$ cat config.mk
export PLATFORM = sky130hd
export DESIGN_NAME = tx_cpl_engine
export DESIGN_NICKNAME = d
export VERILOG_FILES = /design/src/rtl/pcie_tlp_pkg.sv /design/src/rtl/tx_cpl_engine.sv
export SDC_FILE = /design/constraint.sdc
export NUM_CORES = 1
export LEC_CHECK = 0
export ABC_CLOCK_PERIOD_IN_PS = 1790
export BUFFER_PORTS_ARGS = -buffer_cell sky130_fd_sc_hd__buf_4
export CELL_PAD_IN_SITES_DETAIL_PLACEMENT = 1
export CELL_PAD_IN_SITES_GLOBAL_PLACEMENT = 2
export CORE_ASPECT_RATIO = 1.2
export CORE_MARGIN = 5
export CORE_UTILIZATION = 30
export DETAILED_ROUTE_END_ITERATION = 16
export PLACE_DENSITY = 0.81
export SYNTH_ARGS = -nofsm -noshare
export SYNTH_HDL_FRONTEND = slang
export SYNTH_SLANG_ARGS = --single-unit
$ cat constraint.sdc
create_clock -name clk_i -period 1.79 [get_ports clk_i]
set_input_delay 0.358 -clock clk_i [delete_from_list [all_inputs] [get_ports clk_i]]
set_output_delay 0.358 -clock clk_i [all_outputs]
set_load 0.05 [all_outputs]
$ cat src/rtl/pcie_tlp_pkg.sv
// Shared PCIe TLP encodings, FSM state constants and header builders for the
// 64-bit TX/RX user-side engines.
package pcie_tlp_pkg;

    localparam int unsigned TLP_DATA_W = 64;
    localparam int unsigned TLP_KEEP_W = TLP_DATA_W / 8;

    localparam logic [1:0] FMT_3DW_NODATA = 2'b00;
    localparam logic [1:0] FMT_3DW_DATA   = 2'b10;
    localparam logic [4:0] TYPE_MRD       = 5'b00000;
    localparam logic [4:0] TYPE_CPL       = 5'b01010;
    localparam logic [2:0] CPL_STATUS_SC  = 3'b000;

    localparam int unsigned ST_W = 3;
    localparam logic [ST_W-1:0] ST_IDLE     = 3'd0;
    localparam logic [ST_W-1:0] ST_CPL_B0   = 3'd1;
    localparam logic [ST_W-1:0] ST_CPL_B1   = 3'd2;
    localparam logic [ST_W-1:0] ST_CPL_DONE = 3'd3;
    localparam logic [ST_W-1:0] ST_RD_B0    = 3'd4;
    localparam logic [ST_W-1:0] ST_RD_B1    = 3'd5;
    localparam logic [ST_W-1:0] ST_RD_DONE  = 3'd6;

    // Fields captured from the requester for a 1DW completion with data.
    typedef struct packed {
        logic [2:0]  tc;
        logic        td;
        logic        ep;
        logic [1:0]  attr;
        logic [15:0] rid;
        logic [7:0]  tag;
        logic [6:0]  addr;
        logic [31:0] data;
    } cpl_req_t;

    function automatic logic [TLP_DATA_W-1:0] cpld_beat0(input logic [15:0] cid,
                                                         input cpl_req_t  r);
        logic [31:0] dw0;
        logic [31:0] dw1;
        dw0 = {1'b0, FMT_3DW_DATA, TYPE_CPL, 1'b0, r.tc, 4'b0, r.td, r.ep, r.attr,
               2'b0, 10'd1};
        dw1 = {cid, CPL_STATUS_SC, 1'b0, 12'd4};
        return {dw1, dw0};
    endfunction

    function automatic logic [TLP_DATA_W-1:0] cpld_beat1(input cpl_req_t r);
        logic [31:0] dw2;
        dw2 = {r.rid, r.tag, 1'b0, r.addr};
        return {r.data, dw2};
    endfunction

    function automatic logic [TLP_DATA_W-1:0] mrd_beat0(input logic [15:0] cid,
                                                        input logic [7:0]  tag,
                                                        input logic [9:0]  len);
        logic [31:0] dw0;
        logic [31:0] dw1;
        logic [3:0]  last_be;
        last_be = (len == 10'd1) ? 4'h0 : 4'hF;
        dw0 = {1'b0, FMT_3DW_NODATA, TYPE_MRD, 1'b0, 3'b0, 4'b0, 1'b0, 1'b0, 2'b0,
               2'b0, len};
        dw1 = {cid, tag, last_be, 4'hF};
        return {dw1, dw0};
    endfunction

    function automatic logic [TLP_DATA_W-1:0] mrd_beat1(input logic [31:0] addr);
        return {32'h0, addr & 32'hFFFF_FFFC};
    endfunction

endpackage

$ cat src/rtl/tx_cpl_engine.sv
// TX engine: emits 1DW CplD completions and DMA MRd32 requests as two-beat
// 64-bit AXI-Stream TLPs, completion taking priority over reads.
module tx_cpl_engine
    import pcie_tlp_pkg::*;
#(
    parameter int unsigned C_DATA_WIDTH = 64
) (
    input  logic                      clk_i,
    input  logic                      rst_n,
    output logic [C_DATA_WIDTH-1:0]   s_axis_tx_tdata,
    output logic [C_DATA_WIDTH/8-1:0] s_axis_tx_tkeep,
    output logic                      s_axis_tx_tvalid,
    output logic                      s_axis_tx_tlast,
    input  logic                      s_axis_tx_tready,
    input  logic [15:0]               cfg_completer_id_i,
    input  logic                      req_compl_wd_i,
    input  logic [31:0]               tx_reg_data_i,
    input  logic [2:0]                req_tc_i,
    input  logic                      req_td_i,
    input  logic                      req_ep_i,
    input  logic [1:0]                req_attr_i,
    input  logic [15:0]               req_rid_i,
    input  logic [7:0]                req_tag_i,
    input  logic [6:0]                req_addr_i,
    output logic                      compl_done_o,
    input  logic                      rd_req_i,
    input  logic [31:0]               rd_addr_i,
    input  logic [9:0]                rd_len_i,
    output logic                      rd_req_ack_o,
    output logic [7:0]                rd_tag_o
);

    localparam int unsigned KEEP_W = C_DATA_WIDTH / 8;

    logic [ST_W-1:0]         state_q, state_d;
    logic [C_DATA_WIDTH-1:0] tdata_q, tdata_d;
    logic [KEEP_W-1:0]       tkeep_q, tkeep_d;
    logic                    tvalid_q, tvalid_d;
    logic                    tlast_q, tlast_d;
    logic                    done_q, done_d;
    logic                    ack_q, ack_d;
    logic [7:0]              tag_q, tag_d;
    cpl_req_t                cpl_q, cpl_d;
    logic [15:0]             cid_q, cid_d;
    logic [31:0]             rd_addr_q, rd_addr_d;
    logic [9:0]              rd_len_q, rd_len_d;

    logic                    beat_acc;

    assign beat_acc = tvalid_q && s_axis_tx_tready;

    // Next-state, latched-field and registered-beat logic.
    always_comb begin
        state_d   = state_q;
        tdata_d   = tdata_q;
        tkeep_d   = tkeep_q;
        tvalid_d  = tvalid_q;
        tlast_d   = tlast_q;
        done_d    = 1'b0;
        ack_d     = 1'b0;
        tag_d     = tag_q;
        cpl_d     = cpl_q;
        cid_d     = cid_q;
        rd_addr_d = rd_addr_q;
        rd_len_d  = rd_len_q;

        case (state_q)
            ST_IDLE: begin
                if (req_compl_wd_i) begin
                    cpl_d    = '{tc: req_tc_i, td: req_td_i, ep: req_ep_i,
                                 attr: req_attr_i, rid: req_rid_i, tag: req_tag_i,
                                 addr: req_addr_i, data: tx_reg_data_i};
                    cid_d    = cfg_completer_id_i;
                    tdata_d  = cpld_beat0(cid_d, cpl_d);
                    tkeep_d  = KEEP_W'('1);
                    tlast_d  = 1'b0;
                    tvalid_d = 1'b1;
                    state_d  = ST_CPL_B0;
                end else if (rd_req_i) begin
                    rd_addr_d = rd_addr_i;
                    rd_len_d  = rd_len_i;
                    cid_d     = cfg_completer_id_i;
                    tdata_d   = mrd_beat0(cid_d, tag_q, rd_len_d);
                    tkeep_d   = KEEP_W'('1);
                    tlast_d   = 1'b0;
                    tvalid_d  = 1'b1;
                    state_d   = ST_RD_B0;
                end
            end
            ST_CPL_B0: begin
                if (beat_acc) begin
                    tdata_d = cpld_beat1(cpl_q);
                    tlast_d = 1'b1;
                    state_d = ST_CPL_B1;
                end
            end
            ST_CPL_B1: begin
                if (beat_acc) begin
                    tdata_d  = '0;
                    tkeep_d  = '0;
                    tlast_d  = 1'b0;
                    tvalid_d = 1'b0;
                    done_d   = 1'b1;
                    state_d  = ST_CPL_DONE;
                end
            end
            ST_CPL_DONE: state_d = ST_IDLE;
            ST_RD_B0: begin
                if (beat_acc) begin
                    tdata_d = mrd_beat1(rd_addr_q);
                    tkeep_d = KEEP_W'(8'h0F);
                    tlast_d = 1'b1;
                    state_d = ST_RD_B1;
                end
            end
            ST_RD_B1: begin
                if (beat_acc) begin
                    tdata_d  = '0;
                    tkeep_d  = '0;
                    tlast_d  = 1'b0;
                    tvalid_d = 1'b0;
                    ack_d    = 1'b1;
                    state_d  = ST_RD_DONE;
                end
            end
            ST_RD_DONE: begin
                // Tag advances after the ack so rd_tag_o names the acked MRd during the pulse.
                tag_d   = tag_q + 8'd1;
                state_d = ST_IDLE;
            end
            default: begin
                tvalid_d = 1'b0;
                state_d  = ST_IDLE;
            end
        endcase
    end

    always_ff @(posedge clk_i or negedge rst_n) begin
        if (!rst_n) begin
            state_q   <= ST_IDLE;
            tdata_q   <= '0;
            tkeep_q   <= '0;
            tvalid_q  <= 1'b0;
            tlast_q   <= 1'b0;
            done_q    <= 1'b0;
            ack_q     <= 1'b0;
            tag_q     <= '0;
            cpl_q     <= '0;
            cid_q     <= '0;
            rd_addr_q <= '0;
            rd_len_q  <= '0;
        end else begin
            state_q   <= state_d;
            tdata_q   <= tdata_d;
            tkeep_q   <= tkeep_d;
            tvalid_q  <= tvalid_d;
            tlast_q   <= tlast_d;
            done_q    <= done_d;
            ack_q     <= ack_d;
            tag_q     <= tag_d;
            cpl_q     <= cpl_d;
            cid_q     <= cid_d;
            rd_addr_q <= rd_addr_d;
            rd_len_q  <= rd_len_d;
        end
    end

    assign s_axis_tx_tdata  = tdata_q;
    assign s_axis_tx_tkeep  = tkeep_q;
    assign s_axis_tx_tvalid = tvalid_q;
    assign s_axis_tx_tlast  = tlast_q;
    assign compl_done_o     = done_q;
    assign rd_req_ack_o     = ack_q;
    assign rd_tag_o         = tag_q;

endmodule

==> flow_summary.ini <==
[status]
status = finished, violations left
violations = setup timing

[yosys]
postSynthCellCount = 579
netlist.top_cell.by_area = dfrtp_1
synthesis.area_um2 = 7240
yosysSeqAreaShare_pct = 60.2
synth_top_area_share_pct = 60.2
yosysMostFrequentCell = dfrtp_1
synth_warnings = 0
synth_commonest_cells = 174 x dfrtp_1, 89 x mux2_2, 70 x a21oi_1, 69 x nor2_1, 38 x a22oi_1
synthArstFlopShare_pct = 100
synth_nets = 713
ys_seq_elements = 174
synthTopCellsByArea = dfrtp_1 60%, mux2_2 14%, a21oi_1 4.8%
postSynthAreaPerCell_um2 = 12.5
synthFlopType = dfrtp_1
synth_enable_flop_cells = 0
ys_types = 39

[final_layout]
fin_util_pct = 42.8
nets = 944
n_antenna_cell = 0
drive_gt1_share_pct = 47.5
fin_area_um2 = 10200
area_growth_syn_to_layout_pct = 41.4
instances_no_fill = 1143

[job]
max_cap_viol_count = 0

[route]
routed_via_density = 4.86
wire_per_inst_um = 19.7
drc = 0
drtIter0Drc = 189
firstDrtPassIters = 5
drt-total-wl_um = 22600
ant_nets = 0
vias = 5556

[critical_path]
critPathLaunchType = flop
r2r_start = state_q[2]$_DFFE_PN0P_
cp_max_fo = 34
critPathMaxStageDelay_ns = 0.40
slowest_stage = dfrtp_1
crit_type = reg -> reg
crit_path_end_kind = flop
worst_ep_arrival_time_ns = 2.10
cp_cell_sequence = buf_4 -> or3_4 -> nor2_8 -> buf_12 -> mux2_2
cp.required_ns = 2.09
worstSetupStartpoint = state_q[2]$_DFFE_PN0P_

[placed_design]
dp.final_hpwl_um = 15700
portBuffers = 214
dp_cells = 1103
placed_area_um2 = 9470
gp_congestion = 0.752

[sta]
whs_ns = 0.159
max_slew.worst_pin.slew_ns = 0.511
skew_ns = 0.0130
hold_viol = 0
rsz0062_at_grt = yes
fmax_ghz = 0.554
fin_crit_sh_pct = 101
setup_viol = 14
slew_headroom_pct = 65.7
final.min_clock_period_ns = 1.80
maxSlewViolCount = 0
worst_slack_ns = -0.0148

[pwr]
p_leak_uw = 0.00460
powerDensity_nw_per_um2 = 2180
p_comb_share_pct = 52.0
power_uw = 22300
ir_worst_vdd_v = 0.000799
switchingPower_uw = 9700
p_int_uw = 12600
p_clk_share_pct = 16.5
p_seq_share_pct = 31.5
p_sw_share_pct = 43.4

[min_path]
min-delay-start = tx_reg_data_i[1]
min-delay-path-class = in -> reg

[clock_network]
cts.reportedPaths.clkPinSlew_ns = 0.07
cts_tree = yes
cts_buffers = 17
cts-root-buf = clkbuf_16
htreeDepth = 4
clk_path_buf_depth = 2
clock-sinks = 174
clock_latency_ns = 0.42

[floorplanning]
num_rows = 62
die_y_um = 180
core-area_um2 = 23900
ios = 217
die_x_um = 152
die_area_um2 = 27300
start_util_pct = 30.3

[grt]
first_global_vias = 6111
grt_pass1_wl_um = 34300
antenna_found_initial = 0
grt_overflow = 0
grt_max_degree = 46
grtUsageTotal_pct = 16.2
==> power groups by stage <==
stage / Sequential (uW) / Combinational (uW) / Clock [uW]
after global placement: 7030 / 11200 / 0
after detailed placement: 7130 / 11400 / 0
after global routing: 7290 / 12500 / 3970
after CTS: 7070 / 11600 / 3810
final: 7040 / 11600 / 3680
after floorplan: 9720 / 4850 / 0
==> layout make-up <==
cell class	count	area, um2
Fill cell	2638	13700
Sequential cell	174	4360
Multi-Input combinational cell	355	2650
Timing Repair Buffer	258	2250
Clock buffer	19	433
Tap cell	320	400
Clock inverter	13	136
Inverter	4	15.0
==> final timing paths <==
| path | slack [ns] | endpoint | cells after the start |
|---|---|---|---|
| max reg2reg | -0.01 | cpl_q[21]$_DFFE_PN0P_ | 5 |
| min | 0.16 | cpl_q[1]$_DFFE_PN0P_ | 2 |
| min in group asynchronous | 0.47 | rd_req_ack_o$_DFF_PN0_ | 2 |
| min reg2reg | 0.50 | cpl_q[3]$_DFFE_PN0P_ | 1 |
| max | -0.01 | cpl_q[21]$_DFFE_PN0P_ | 5 |
| max in group asynchronous | 0.76 | rd_addr_q[3]$_DFFE_PN0P_ | 3 |
==> cells in the final DEF, fill, tap and decap left out, drive strengths merged, types with 2 or more instances in the layout <==
master,n
clkinv,5
a222oi,14
nand2,7
nand4,2
a31oi,2
inv,9
and2,5
mux2,94
nor2,70
dfrtp,174
nand2b,2
nand3,7
a221oi,4
nor3,4
bufinv,2
a21oi,72
o22a,4
nor4,3
buf,255
o22ai,2
xnor2,7
a22oi,38
clkbuf,21
o21ai,7
==> logic make-up after synthesis <==
family	count (synthesis)	share of synthesized area (%)
AO/OA/AOI/OAI	147	13.5
XOR/XNOR	8	0.968
adder cells (fa/ha/maj)	1	0.173
buffers and inverters	50	4.04
flip-flops	174	60.2
multiplexers	94	14.6
AND/OR/NAND/NOR	105	6.53
==> worst max-delay path, delay by kind of cell, from the launching register on <==
kind	cells	cell delay (ns)
flip-flops	1	0.40
AND/OR/NAND/NOR	2	0.51
buffers and inverters	2	0.39
multiplexers	1	0.37
==> registers in the layout, summed over array words and instances, names as in the netlist <==
register	count
rd_tag_o	8
s_axis_tx_tdata	64
s_axis_tx_tkeep	2
cpl_q	63
rd_req_ack_o	1
compl_done_o	1
rd_addr_q	30
s_axis_tx_tvalid	1
state_q	3
s_axis_tx_tlast	1
==> what timing repair did <==
action                                  CTS  global route
buffers inserted                          0             3
hold buffers                              1             0
hold endpoints to repair                 39             0
gates cloned                              2             2
endpoints found under the setup margin   96            79
pin swaps                                 1             1
resized for setup                         8             7
==> per-layer routing <==
metal	vias up	part of all wire, %	GRT usage (%)
met2	154	53	29.3
met3	13	6.5	4.55
met5	-	0	0
met1	2827	39	18.8
li1	2562	-	-
met4	0	0.91	3.81
==> per-stage QoR <==
step	TNS (ns)	worst slack [ns]
5_1_grt	-5.04	-0.0938
2_1_floorplan	0	0.00707
6_report	-0.0643	-0.0148
3_3_place_gp	0	0.0180
3_5_place_dp	-0.495	-0.0339
4_1_cts	0	0.00844
(Power assumes the default switching activity.)
